===== src/rtl/canny_gradient_pack_if.sv =====
`default_nettype none
// ============================================================================
// canny_gradient_pack_if : Sobel-side pixel stream in, packed gradient out
// Rev 1.0
// ============================================================================
interface canny_gradient_pack_if #(
  parameter int GRAD_WIDTH = 11
);
  logic                  sobel_vs;
  logic                  sobel_hs;
  logic                  sobel_de;
  logic [GRAD_WIDTH-1:0] gx;
  logic [GRAD_WIDTH-1:0] gy;
  logic                  grandient_vs;
  logic                  grandient_hs;
  logic                  grandient_de;
  logic [15:0]           gra_path;

  modport master (
    output sobel_vs, sobel_hs, sobel_de, gx, gy,
    input  grandient_vs, grandient_hs, grandient_de, gra_path
  );

  modport slave (
    input  sobel_vs, sobel_hs, sobel_de, gx, gy,
    output grandient_vs, grandient_hs, grandient_de, gra_path
  );
endinterface
`default_nettype wire


===== src/rtl/canny_gradient_pack.sv =====
`default_nettype none
// ============================================================================
// canny_gradient_pack : Gx/Gy -> {thr_code, dir_onehot, magnitude}, 3-cycle
// pipeline with aligned sync and per-frame strong/weak pixel counts. Rev 1.0
// ============================================================================
module canny_gradient_pack #(
  parameter int         GRAD_WIDTH   = 11,
  parameter int         CNT_WIDTH    = 20,
  parameter logic [9:0] THR_HIGH_DEF = 10'd200,
  parameter logic [9:0] THR_LOW_DEF  = 10'd80
) (
  input  logic                    clk,
  input  logic                    rst_s,
  canny_gradient_pack_if.slave    pix,
  input  logic [9:0]              thr_high,
  input  logic [9:0]              thr_low,
  output logic [CNT_WIDTH-1:0]    frm_strong_cnt,
  output logic [CNT_WIDTH-1:0]    frm_weak_cnt,
  output logic                    frm_cnt_valid
);
  localparam int                 SUM_W      = GRAD_WIDTH + 1;
  localparam int                 PROD_W     = 20;
  localparam logic [PROD_W-1:0]  TAN_K      = 20'd106;
  localparam logic [9:0]         MAG_MAX    = 10'd1023;
  localparam logic [3:0]         DIR_NONE   = 4'b0000;
  localparam logic [3:0]         DIR_H      = 4'b0001;
  localparam logic [3:0]         DIR_V      = 4'b0100;
  localparam logic [3:0]         DIR_D_MAIN = 4'b1000;
  localparam logic [3:0]         DIR_D_ANTI = 4'b0010;
  localparam logic [1:0]         CODE_STR   = 2'b11;
  localparam logic [1:0]         CODE_WEAK  = 2'b01;
  localparam logic [1:0]         CODE_NONE  = 2'b00;
  localparam logic [CNT_WIDTH-1:0] CNT_MAX  = '1;

  // sync vectors are {vs, hs, de}
  logic [GRAD_WIDTH-1:0] w_ax, w_ay, r_ax, r_ay;
  logic                  r_sgn;
  logic [2:0]            r_sync1, r_sync2, r_sync3;
  logic [SUM_W-1:0]      w_sum;
  logic [9:0]            w_mag, r_mag;
  logic [PROD_W-1:0]     w_ay_sh, w_ax_sh, w_ax_k, w_ay_k;
  logic [3:0]            w_dir, r_dir;
  logic [1:0]            w_code;
  logic [15:0]           r_path;
  logic [9:0]            r_hi, r_lo;
  logic                  r_vs_in_d, r_vs_out_d;
  logic                  w_vs_in_rise, w_vs_out_rise;
  logic                  w_inc_s, w_inc_w;
  logic [CNT_WIDTH-1:0]  r_run_s, r_run_w;

  // S1: magnitudes of the two's-complement gradients; -2^(N-1) maps to 2^(N-1)
  always_comb begin
    w_ax = pix.gx[GRAD_WIDTH-1] ? (~pix.gx + 1'b1) : pix.gx;
    w_ay = pix.gy[GRAD_WIDTH-1] ? (~pix.gy + 1'b1) : pix.gy;
  end

  always_ff @(posedge clk or negedge rst_s) begin
    if (!rst_s) begin
      r_ax    <= '0;
      r_ay    <= '0;
      r_sgn   <= 1'b0;
      r_sync1 <= '0;
    end else begin
      r_ax    <= w_ax;
      r_ay    <= w_ay;
      r_sgn   <= pix.gx[GRAD_WIDTH-1] ^ pix.gy[GRAD_WIDTH-1];
      r_sync1 <= {pix.sobel_vs, pix.sobel_hs, pix.sobel_de};
    end
  end

  // S2: L1 magnitude and 4-way direction via tan(22.5) ~= 106/256
  always_comb begin
    w_sum   = {1'b0, r_ax} + {1'b0, r_ay};
    w_mag   = (w_sum > SUM_W'(MAG_MAX)) ? MAG_MAX : w_sum[9:0];
    w_ay_sh = PROD_W'(r_ay) << 8;
    w_ax_sh = PROD_W'(r_ax) << 8;
    w_ax_k  = PROD_W'(r_ax) * TAN_K;
    w_ay_k  = PROD_W'(r_ay) * TAN_K;
    w_dir   = DIR_NONE;
    if (r_ax == '0 && r_ay == '0)  w_dir = DIR_NONE;
    else if (w_ay_sh <= w_ax_k)    w_dir = DIR_H;
    else if (w_ay_k >= w_ax_sh)    w_dir = DIR_V;
    else if (!r_sgn)               w_dir = DIR_D_MAIN;
    else                           w_dir = DIR_D_ANTI;
  end

  always_ff @(posedge clk or negedge rst_s) begin
    if (!rst_s) begin
      r_mag   <= '0;
      r_dir   <= '0;
      r_sync2 <= '0;
    end else begin
      r_mag   <= w_mag;
      r_dir   <= w_dir;
      r_sync2 <= r_sync1;
    end
  end

  // S3: threshold classification against the thresholds latched at frame start
  always_comb begin
    if (r_mag >= r_hi)      w_code = CODE_STR;
    else if (r_mag >= r_lo) w_code = CODE_WEAK;
    else                    w_code = CODE_NONE;
  end

  always_ff @(posedge clk or negedge rst_s) begin
    if (!rst_s) begin
      r_path  <= '0;
      r_sync3 <= '0;
    end else begin
      r_path  <= r_sync2[0] ? {w_code, r_dir, r_mag} : 16'h0000;
      r_sync3 <= r_sync2;
    end
  end

  assign w_vs_in_rise = pix.sobel_vs & ~r_vs_in_d;

  always_ff @(posedge clk or negedge rst_s) begin
    if (!rst_s) begin
      r_vs_in_d <= 1'b0;
      r_hi      <= THR_HIGH_DEF;
      r_lo      <= THR_LOW_DEF;
    end else begin
      r_vs_in_d <= pix.sobel_vs;
      if (w_vs_in_rise) begin
        r_hi <= thr_high;
        r_lo <= (thr_low < thr_high) ? thr_low : thr_high;
      end
    end
  end

  // Per-frame statistics follow the delayed frame sync so they match the output stream
  assign w_vs_out_rise = r_sync3[2] & ~r_vs_out_d;
  assign w_inc_s       = r_sync3[0] & (r_path[15:14] == CODE_STR);
  assign w_inc_w       = r_sync3[0] & (r_path[15:14] == CODE_WEAK);

  always_ff @(posedge clk or negedge rst_s) begin
    if (!rst_s) begin
      r_vs_out_d     <= 1'b0;
      r_run_s        <= '0;
      r_run_w        <= '0;
      frm_strong_cnt <= '0;
      frm_weak_cnt   <= '0;
      frm_cnt_valid  <= 1'b0;
    end else begin
      r_vs_out_d    <= r_sync3[2];
      frm_cnt_valid <= w_vs_out_rise;
      if (w_vs_out_rise) begin
        frm_strong_cnt <= r_run_s;
        frm_weak_cnt   <= r_run_w;
        r_run_s        <= CNT_WIDTH'(w_inc_s);
        r_run_w        <= CNT_WIDTH'(w_inc_w);
      end else begin
        if (w_inc_s && r_run_s != CNT_MAX) r_run_s <= r_run_s + 1'b1;
        if (w_inc_w && r_run_w != CNT_MAX) r_run_w <= r_run_w + 1'b1;
      end
    end
  end

  assign pix.grandient_vs = r_sync3[2];
  assign pix.grandient_hs = r_sync3[1];
  assign pix.grandient_de = r_sync3[0];
  assign pix.gra_path     = r_path;
endmodule
`default_nettype wire

===== src/flat_wrapper.sv =====
// flat-port wrapper written by rule: the top's interface ports become plain ports
module canny_gradient_pack_flat 
#(
  parameter int         GRAD_WIDTH   = 11,
  parameter int         CNT_WIDTH    = 20,
  parameter logic [9:0] THR_HIGH_DEF = 10'd200,
  parameter logic [9:0] THR_LOW_DEF  = 10'd80
)
  (clk, rst_s, thr_high, thr_low, frm_strong_cnt, frm_weak_cnt, frm_cnt_valid, pix_sobel_vs, pix_sobel_hs, pix_sobel_de, pix_gx, pix_gy, pix_grandient_vs, pix_grandient_hs, pix_grandient_de, pix_gra_path);
  canny_gradient_pack_if #(.GRAD_WIDTH(GRAD_WIDTH)) pix_i ();
  input  logic clk;
  input  logic rst_s;
  input  logic [9:0] thr_high;
  input  logic [9:0] thr_low;
  output logic [CNT_WIDTH-1:0] frm_strong_cnt;
  output logic [CNT_WIDTH-1:0] frm_weak_cnt;
  output logic frm_cnt_valid;
  input wire logic [$bits(pix_i.sobel_vs)-1:0] pix_sobel_vs;
  input wire logic [$bits(pix_i.sobel_hs)-1:0] pix_sobel_hs;
  input wire logic [$bits(pix_i.sobel_de)-1:0] pix_sobel_de;
  input wire logic [$bits(pix_i.gx)-1:0] pix_gx;
  input wire logic [$bits(pix_i.gy)-1:0] pix_gy;
  output wire logic [$bits(pix_i.grandient_vs)-1:0] pix_grandient_vs;
  output wire logic [$bits(pix_i.grandient_hs)-1:0] pix_grandient_hs;
  output wire logic [$bits(pix_i.grandient_de)-1:0] pix_grandient_de;
  output wire logic [$bits(pix_i.gra_path)-1:0] pix_gra_path;
  assign pix_i.sobel_vs = pix_sobel_vs;
  assign pix_i.sobel_hs = pix_sobel_hs;
  assign pix_i.sobel_de = pix_sobel_de;
  assign pix_i.gx = pix_gx;
  assign pix_i.gy = pix_gy;
  assign pix_grandient_vs = pix_i.grandient_vs;
  assign pix_grandient_hs = pix_i.grandient_hs;
  assign pix_grandient_de = pix_i.grandient_de;
  assign pix_gra_path = pix_i.gra_path;
  canny_gradient_pack #(.GRAD_WIDTH(GRAD_WIDTH), .CNT_WIDTH(CNT_WIDTH), .THR_HIGH_DEF(THR_HIGH_DEF), .THR_LOW_DEF(THR_LOW_DEF)) u_core (.clk(clk), .rst_s(rst_s), .pix(pix_i), .thr_high(thr_high), .thr_low(thr_low), .frm_strong_cnt(frm_strong_cnt), .frm_weak_cnt(frm_weak_cnt), .frm_cnt_valid(frm_cnt_valid));
endmodule

===== config.mk =====
export PLATFORM = sky130hd
export DESIGN_NAME = canny_gradient_pack_flat
export DESIGN_NICKNAME = d
export VERILOG_FILES = /design/src/rtl/canny_gradient_pack_if.sv /design/src/rtl/canny_gradient_pack.sv /design/src/flat_wrapper.sv
export SDC_FILE = /design/constraint.sdc
export NUM_CORES = 1
export LEC_CHECK = 0
export CELL_PAD_IN_SITES_DETAIL_PLACEMENT = 1
export CELL_PAD_IN_SITES_GLOBAL_PLACEMENT = 1
export CORE_ASPECT_RATIO = 0.75
export CORE_MARGIN = 10
export CORE_UTILIZATION = 49
export CTS_BUF_LIST = sky130_fd_sc_hd__clkbuf_4 sky130_fd_sc_hd__clkbuf_8 sky130_fd_sc_hd__clkbuf_16
export DETAILED_ROUTE_END_ITERATION = 16
export PLACE_DENSITY = 0.9
export SLEW_MARGIN = 20
export SYNTH_ARGS = -nofsm -noshare
export SYNTH_HDL_FRONTEND = slang
export SYNTH_SLANG_ARGS = --single-unit

===== constraint.sdc =====
create_clock -name clk -period 10.53 [get_ports clk]
set_input_delay 2.106 -clock clk [delete_from_list [all_inputs] [get_ports clk]]
set_output_delay 2.106 -clock clk [all_outputs]
set_load 0.05 [all_outputs]

==> results.ini, run 1 <==
[status]
status=finished, final reports clean

[cts]
cts-hold-fix-buffers=0
clockBufferDepth=2
post-cts-setup-buffer-count=0
cts_inserted_buffers=17
clock_sinks=164
h-tree-depth=4
clock_latency_ns=0.45
clk_pin_slew_ns=0.07
root_buffer=clkbuf_16
cts_tree=done
ctsResizeCount=0

[logic_synthesis]
synthArstFlopShare=1.00
yosysMostFrequentCell=nand2_1
synth_top_area_cell=dfrtp_1
yosysWarningCount=0
syn_area_per_cell_sq_um=9.36
yosysSeqAreaShare=0.357
synth_cell_type_count=77
postSynthCellCount=1231
synth_area_sq_um=11500
synth_nets=1467
synthTopCellsByCount=164 x nand2_1, 159 x dfrtp_1, 158 x ha_1, 142 x inv_1, 72 x nor2_1
ys_seq_elements=164
synth_edf_count=0
ys.flop_type=dfrtp_1
synth.area.top_cells=dfrtp_1 35%, ha_1 17%, fa_1 5.4%
synth_top_area_share=0.345

[worst_setup_path]
critPathMaxFanout=7
critPathCaptureType=flip-flop
cp_top_family=adder cells
crit-reg2reg-launch=u_core.r_ay[2]$_DFF_PN0_
crit_slowest_cell=or4_1
slowest_delay_ns=0.56
crit_end=u_core.r_dir[2]$_DFF_PN0_
crit_arrival_ns=5.78
crit_path_start_kind=flip-flop
worst_ep_required_time_ns=10.91
cpMostUsedCell=ha_1
cp_cell_sequence=ha_1 > inv_1 > fa_1 > fa_1 > inv_1 > ha_1 > a211oi_1 > o21ai_0 > a31oi_1 > nor4bb_1 > a211o_1 > ha_1 > nand4_1 > or4_1 > o22ai_1 > o21bai_1 > nor2b_1
crit_path_start=u_core.r_ay[2]$_DFF_PN0_
worst-path-stages=17
setup.worst_path.class=reg2reg
ff2ff_setup_slack_ns=5.13
r2r-end=u_core.r_dir[2]$_DFF_PN0_
critPathBufInv=2
rr_worst_depth=17

[timing]
worst_hold_slack_ns=0.349
final_max_slew_viol_count=0
setup_violations=0
worstMarginPinSlew_ns=1.03
final.min_clock_period_ns=5.40
setup_tns_ns=0
finClkSkew_ns=0.0102
postLayoutSetupSlackWorst_ns=5.13
hold_viol=0
finalCritPeriodShare=0.513
max-slew-margin-rel=0.313
rsz0062_at_grt=no
fmax_mhz=185

[drt]
first_iter_violations=685
final_antenna_net_count=0
vias_per_cell=6.02
drt-pass1-iter-count=5
wl_um=37700
num_vias=9875
drc_errors=0
wl_per_cell_um=23.0

[power]
p_leak_uw=0.00652
finalPower_uw=3060
power_density_nw_per_um2=227
peakVddDrop_mv=0.142

[placement]
dp_slack_ns=5.31
routabilityCongestion=0.949
dp_hpwl_um=26800
port_buffers=106

[cells_and_area]
syn_to_final_growth_pct=16.6
drive_above_1_share=0.0492
nNetsFinal=1564
n_antenna_cell=0

[die]
num_rows=48
start_util=0.500
die_x_um=197
die_h_um=153
die_area_sq_um=30100
core_area_sq_um=23100
io_pins=107

[global_route]
grt_first_pass_wirelength_um=60200
grt_start_max_net_pins=91
overflow=0
grt_usage=0.251
antenna_found_initial=0
grt_pass1_vias=10700

[worst_hold_path]
min_path_type=reg2reg

[run]
drv_cap=0

## final cells by class
| class | instances | area (sq um) |
|---|---|---|
| clock buffer | 19 | 453 |
| clock inverter | 13 | 121 |
| fill | 2597 | 9620 |
| inverter | 143 | 537 |
| multi-input combinational | 892 | 6760 |
| sequential | 164 | 4110 |
| tap | 300 | 375 |
| timing repair buffer | 110 | 1090 |
## worst min-delay path by stage
| stage | from | endpoint | slack [ns] | depth (start not counted) |
|---|---|---|---|---|
| 6_report | u_core.r_sync2[2]$_DFF_PN0_ | u_core.r_sync3[2]$_DFF_PN0_ | 0.35 | 0 |
| 2_1_floorplan | u_core.r_sync1[0]$_DFF_PN0_ | u_core.r_sync2[0]$_DFF_PN0_ | 0.33 | 0 |
| 5_1_grt | u_core.r_sync2[2]$_DFF_PN0_ | u_core.r_sync3[2]$_DFF_PN0_ | 0.36 | 0 |
| 3_3_place_gp | u_core.r_sync2[1]$_DFF_PN0_ | u_core.r_sync3[1]$_DFF_PN0_ | 0.33 | 0 |
| 3_5_place_dp | u_core.r_sync2[2]$_DFF_PN0_ | u_core.r_sync3[2]$_DFF_PN0_ | 0.34 | 0 |
| 4_1_cts | u_core.r_sync2[2]$_DFF_PN0_ | u_core.r_sync3[2]$_DFF_PN0_ | 0.35 | 0 |
## cells in the final DEF (no fill, tap or decap), drive strengths merged, types with 24 or more instances in the layout
master / netlist / final
a21oi: 46 / 46
clkdlybuf4s50: 0 / 105
dfrtp: 159 / 159
fa: 31 / 31
ha: 158 / 158
inv: 142 / 148
nand2: 165 / 165
nand3: 24 / 24
nor2: 74 / 74
nor3: 31 / 31
nor4: 24 / 24
o21ai: 48 / 48
xnor2: 40 / 40
xor2: 28 / 28
## routing by layer
| layer | share of wire | wire length [um] | global-route usage | up-vias |
|---|---|---|---|---|
| met5 | 0 | 0 | 0 | - |
| li1 | - | - | - | 4450 |
| met3 | 0.053 | 2010 | 0.0443 | 69 |
| met1 | 0.43 | 16300 | 0.317 | 5027 |
| met4 | 0.022 | 834 | 0.0775 | 0 |
| met2 | 0.49 | 18600 | 0.429 | 329 |
## sequential cells by signal (all words and copies together), names as in the netlist
| register | count |
|---|---|
| u_core.frm_strong_cnt | 20 |
| u_core.frm_weak_cnt | 20 |
| u_core.r_run_s | 20 |
| u_core.r_run_w | 20 |
| u_core.pix.gra_path | 16 |
| u_core.r_ax | 11 |
| u_core.r_ay | 11 |
| u_core.r_hi | 10 |
| u_core.r_lo | 10 |
| u_core.r_mag | 10 |
| u_core.r_dir | 4 |
| u_core.r_sync1 | 3 |
| u_core.r_sync2 | 3 |
| u_core.r_sync3 | 3 |
| u_core.frm_cnt_valid | 1 |
| u_core.r_sgn | 1 |
| u_core.r_vs_out_d | 1 |
## worst register-to-register path, delay by kind of cell, from the launching register on
kind / cells / cell delay, ns
DFF: 1 / 0.50
adders and majority gates: 5 / 2.02
and+or+nand+nor: 4 / 1.06
buffers and inverters: 2 / 0.10
AOI/OAI and AO/OA: 6 / 1.66
## stage by stage
stage                      util  cells  cell area [sq um]
after floorplan               -   1231              11500
after global placement    0.558   1609              12900
after detailed placement  0.558   1609              12900
after CTS                 0.583   1641              13400
after global routing      0.583   1641              13400
final                     0.583   1641              13400
## kinds of logic after synthesis
kind of cell    after synthesis  share of synthesized area
fa+ha+maj                   189                      0.225
compound gates              209                      0.120
mux                           4                    0.00358
flops                       164                      0.357
xor+xnor                     68                     0.0517
simple gates                422                      0.185
buf+inv                     175                     0.0576
## where the power goes
part           internal [uW]  leakage [uW]  total (uW)  switching [uW]
logic                    627       0.00412        1650            1020
registers                699       0.00211         773            74.3
clock network            342      0.000287         634             292
No activity file was read; power rests on OpenSTA's default activity.
==> inputs of run 2 (changes only) <==
Settings changed: CORE_UTILIZATION 49 to 41, PLACE_DENSITY 0.9 to 0.8.
Clock period 10.53 ns to 4.5 ns, I/O delays scaled along.
==> run 2 against run 1 <==
The run now ends with setup timing left. Global-route usage down 5.1 points. Die area is 17% higher. Register-to-register slack got worse by 5.5 ns. Critical path depth rose by 1. Final area up 7.8%. Fmax is 11% higher. Non-clock buffer count rose by 77. Sequential power rose by 130%. First-iteration DRC count is the same. Routed wire length is 2.0% lower.
==> results.ini, run 2 (same netlist as run 1, synthesis figures left out) <==
[status]
status=complete, but fails checks
violations=setup timing

[cts]
cts-hold-fix-buffers=0  ; unchanged
cts_tree=done
cts_inserted_buffers=17  ; unchanged
clock_sinks=164  ; unchanged
clk_pin_slew_ns=0.07  ; about the same
h-tree-depth=4  ; unchanged
clock_latency_ns=0.45  ; about the same
root_buffer=clkbuf_16
clockBufferDepth=2  ; unchanged

[global_route]
grt_first_pass_wirelength_um=56200  ; -6.6%
grt_usage=0.200  ; -0.0508
overflow=0  ; unchanged
antenna_found_initial=0  ; unchanged
grt_pass1_vias=10500  ; -2.3%
grt_start_max_net_pins=100  ; +9.9%

[die]
num_rows=53  ; +10%
start_util=0.414  ; -0.0860
die_area_sq_um=35300  ; +17%
io_pins=107  ; unchanged
core_area_sq_um=27900  ; +21%
die_x_um=214  ; +8.4%
die_h_um=165  ; +8.1%

[drt]
wl_um=37000  ; -2.0%
drt-pass1-iter-count=5  ; unchanged
drc_errors=0  ; unchanged
wl_per_cell_um=20.8  ; -9.4%
first_iter_violations=685  ; unchanged
final_antenna_net_count=0  ; unchanged
vias_per_cell=5.62  ; -6.7%
num_vias=9964  ; +0.90%

[cells_and_area]
final_area_sq_um=14500  ; +7.8%
layout_common_cells=164 x nand2_1, 148 x dfrtp_1, 142 x ha_1
n_antenna_cell=0  ; unchanged
syn_to_final_growth_pct=25.8
layout_commonest_cell=nand2_1
nNetsFinal=1641  ; +4.9%
fin_util=0.521  ; -0.0624
drive_above_1_share=0.140  ; +0.0912
final_cells=1774  ; +8.1%

[placement]
dp_hpwl_um=25700  ; -4.1%
dp_slack_ns=-0.334  ; -5.64 ns
port_buffers=106  ; unchanged
routabilityCongestion=0.864  ; -9.0%
place_inst=1730  ; +7.5%
place_area_sq_um=13500  ; +4.6%

[worst_setup_path]
crit_path_start_kind=flip-flop
critPathMaxFanout=4  ; -3
crit_arrival_ns=5.28  ; -0.50 ns
crit-reg2reg-launch=u_core.r_ay[4]$_DFF_PN0_
rr_worst_depth=18  ; +1
crit_slowest_cell=fa_1
slowest_delay_ns=0.61  ; +0.05 ns
cp_top_family=adder cells
critPathCaptureType=flip-flop
setup.worst_path.class=reg2reg
worst_ep_required_time_ns=4.89  ; -6.02 ns
cp_cell_sequence=ha_1 > inv_1 > fa_1 > fa_1 > inv_2 > ha_4 > nor2b_4 > o31a_1 > o41a_1 > buf_4 > and3_1 > o211ai_1 > ha_1 > nand4b_1 > or4_1 > o22ai_2 > o21bai_4 > nor2b_4
critPathBufInv=3  ; +1
r2r-end=u_core.r_dir[2]$_DFF_PN0_
ff2ff_setup_slack_ns=-0.39  ; -5.51 ns

[timing]
rsz0062_at_grt=yes
fmax_mhz=205  ; +11%
worstMarginPinSlew_ns=1.06  ; +0.0300 ns
final_max_slew_viol_count=0  ; unchanged
hold_viol=0  ; unchanged
max-slew-margin-rel=0.286  ; -0.0265
setup_violations=4  ; +4
postLayoutSetupSlackWorst_ns=-0.389  ; -5.51 ns
finalCritPeriodShare=1.09  ; +0.573
final.min_clock_period_ns=4.89  ; -0.515 ns
worst_hold_slack_ns=0.351  ; +0.00160 ns
finClkSkew_ns=0.0118  ; +0.00160 ns

[power]
peakVddDrop_mv=0.311  ; +120%
power_density_nw_per_um2=536  ; +140%
p_leak_uw=0.00691  ; +6.0%

[worst_hold_path]
hold_path_end=u_core.r_sync3[1]$_DFF_PN0_
worstHoldStart=u_core.r_sync2[1]$_DFF_PN0_
hold_depth=0  ; unchanged
min_path_type=reg2reg

[run]
drv_cap=0  ; unchanged

## run 2: worst max-delay path by stage
| stage | start | to | slack [ns] | cells past startpoint |
|---|---|---|---|---|
| global placement | u_core.r_ay[3]$_DFF_PN0_ | u_core.r_dir[2]$_DFF_PN0_ | -0.15 | 18 |
| global route | u_core.r_ay[4]$_DFF_PN0_ | u_core.r_dir[2]$_DFF_PN0_ | -0.56 | 17 |
| finish | u_core.r_ay[4]$_DFF_PN0_ | u_core.r_dir[2]$_DFF_PN0_ | -0.39 | 18 |
| floorplan | u_core.r_ay[6]$_DFF_PN0_ | u_core.r_dir[2]$_DFF_PN0_ | 0.02 | 17 |
| detailed placement | u_core.r_ay[4]$_DFF_PN0_ | u_core.r_dir[2]$_DFF_PN0_ | -0.33 | 17 |
| CTS | u_core.r_ay[2]$_DFF_PN0_ | u_core.r_dir[2]$_DFF_PN0_ | -0.22 | 17 |
## run 2: final cells by class
cell class / count / area (sq um)
fill: 3174 / 13400
multi-input combinational: 892 / 7110
clock buffer: 19 / 453
timing repair buffer: 187 / 1700
inverter: 143 / 537
sequential: 164 / 4120
tap: 357 / 447
clock inverter: 12 / 126
## run 2: stage by stage
stage	setup TNS, ns	total power [uW]
after global routing	-1.80	8270
final	-1.16	7770
after detailed placement	-1.12	5570
after CTS	-0.569	7280
after global placement	-0.451	5330
after floorplan	0	4240
## run 2: repair_timing
action,in CTS,in global routing
hold endpoints to repair,0,0
setup buffers,4,9
setup endpoints to repair,4,4
gates resized for setup,30,40
pin swaps,7,19
## run 2: per-layer routing
metal  track usage  up-vias  share of wire  wire, um
li1              -     4602              -         -
met1         0.262     5041           0.45     16500
met2         0.335      256           0.49     17900
met3        0.0355       65          0.042      1570
met4        0.0559        0          0.025       935
met5             0        -              0         0
## run 2: power breakdown
| part | internal, uW | switching [uW] | leakage [uW] |
|---|---|---|---|
| combinational | 1990 | 2530 | 0.00453 |
| sequential | 1640 | 144 | 0.00210 |
| clock | 800 | 674 | 0.000280 |
| total | 4430 | 3350 | 0.00691 |
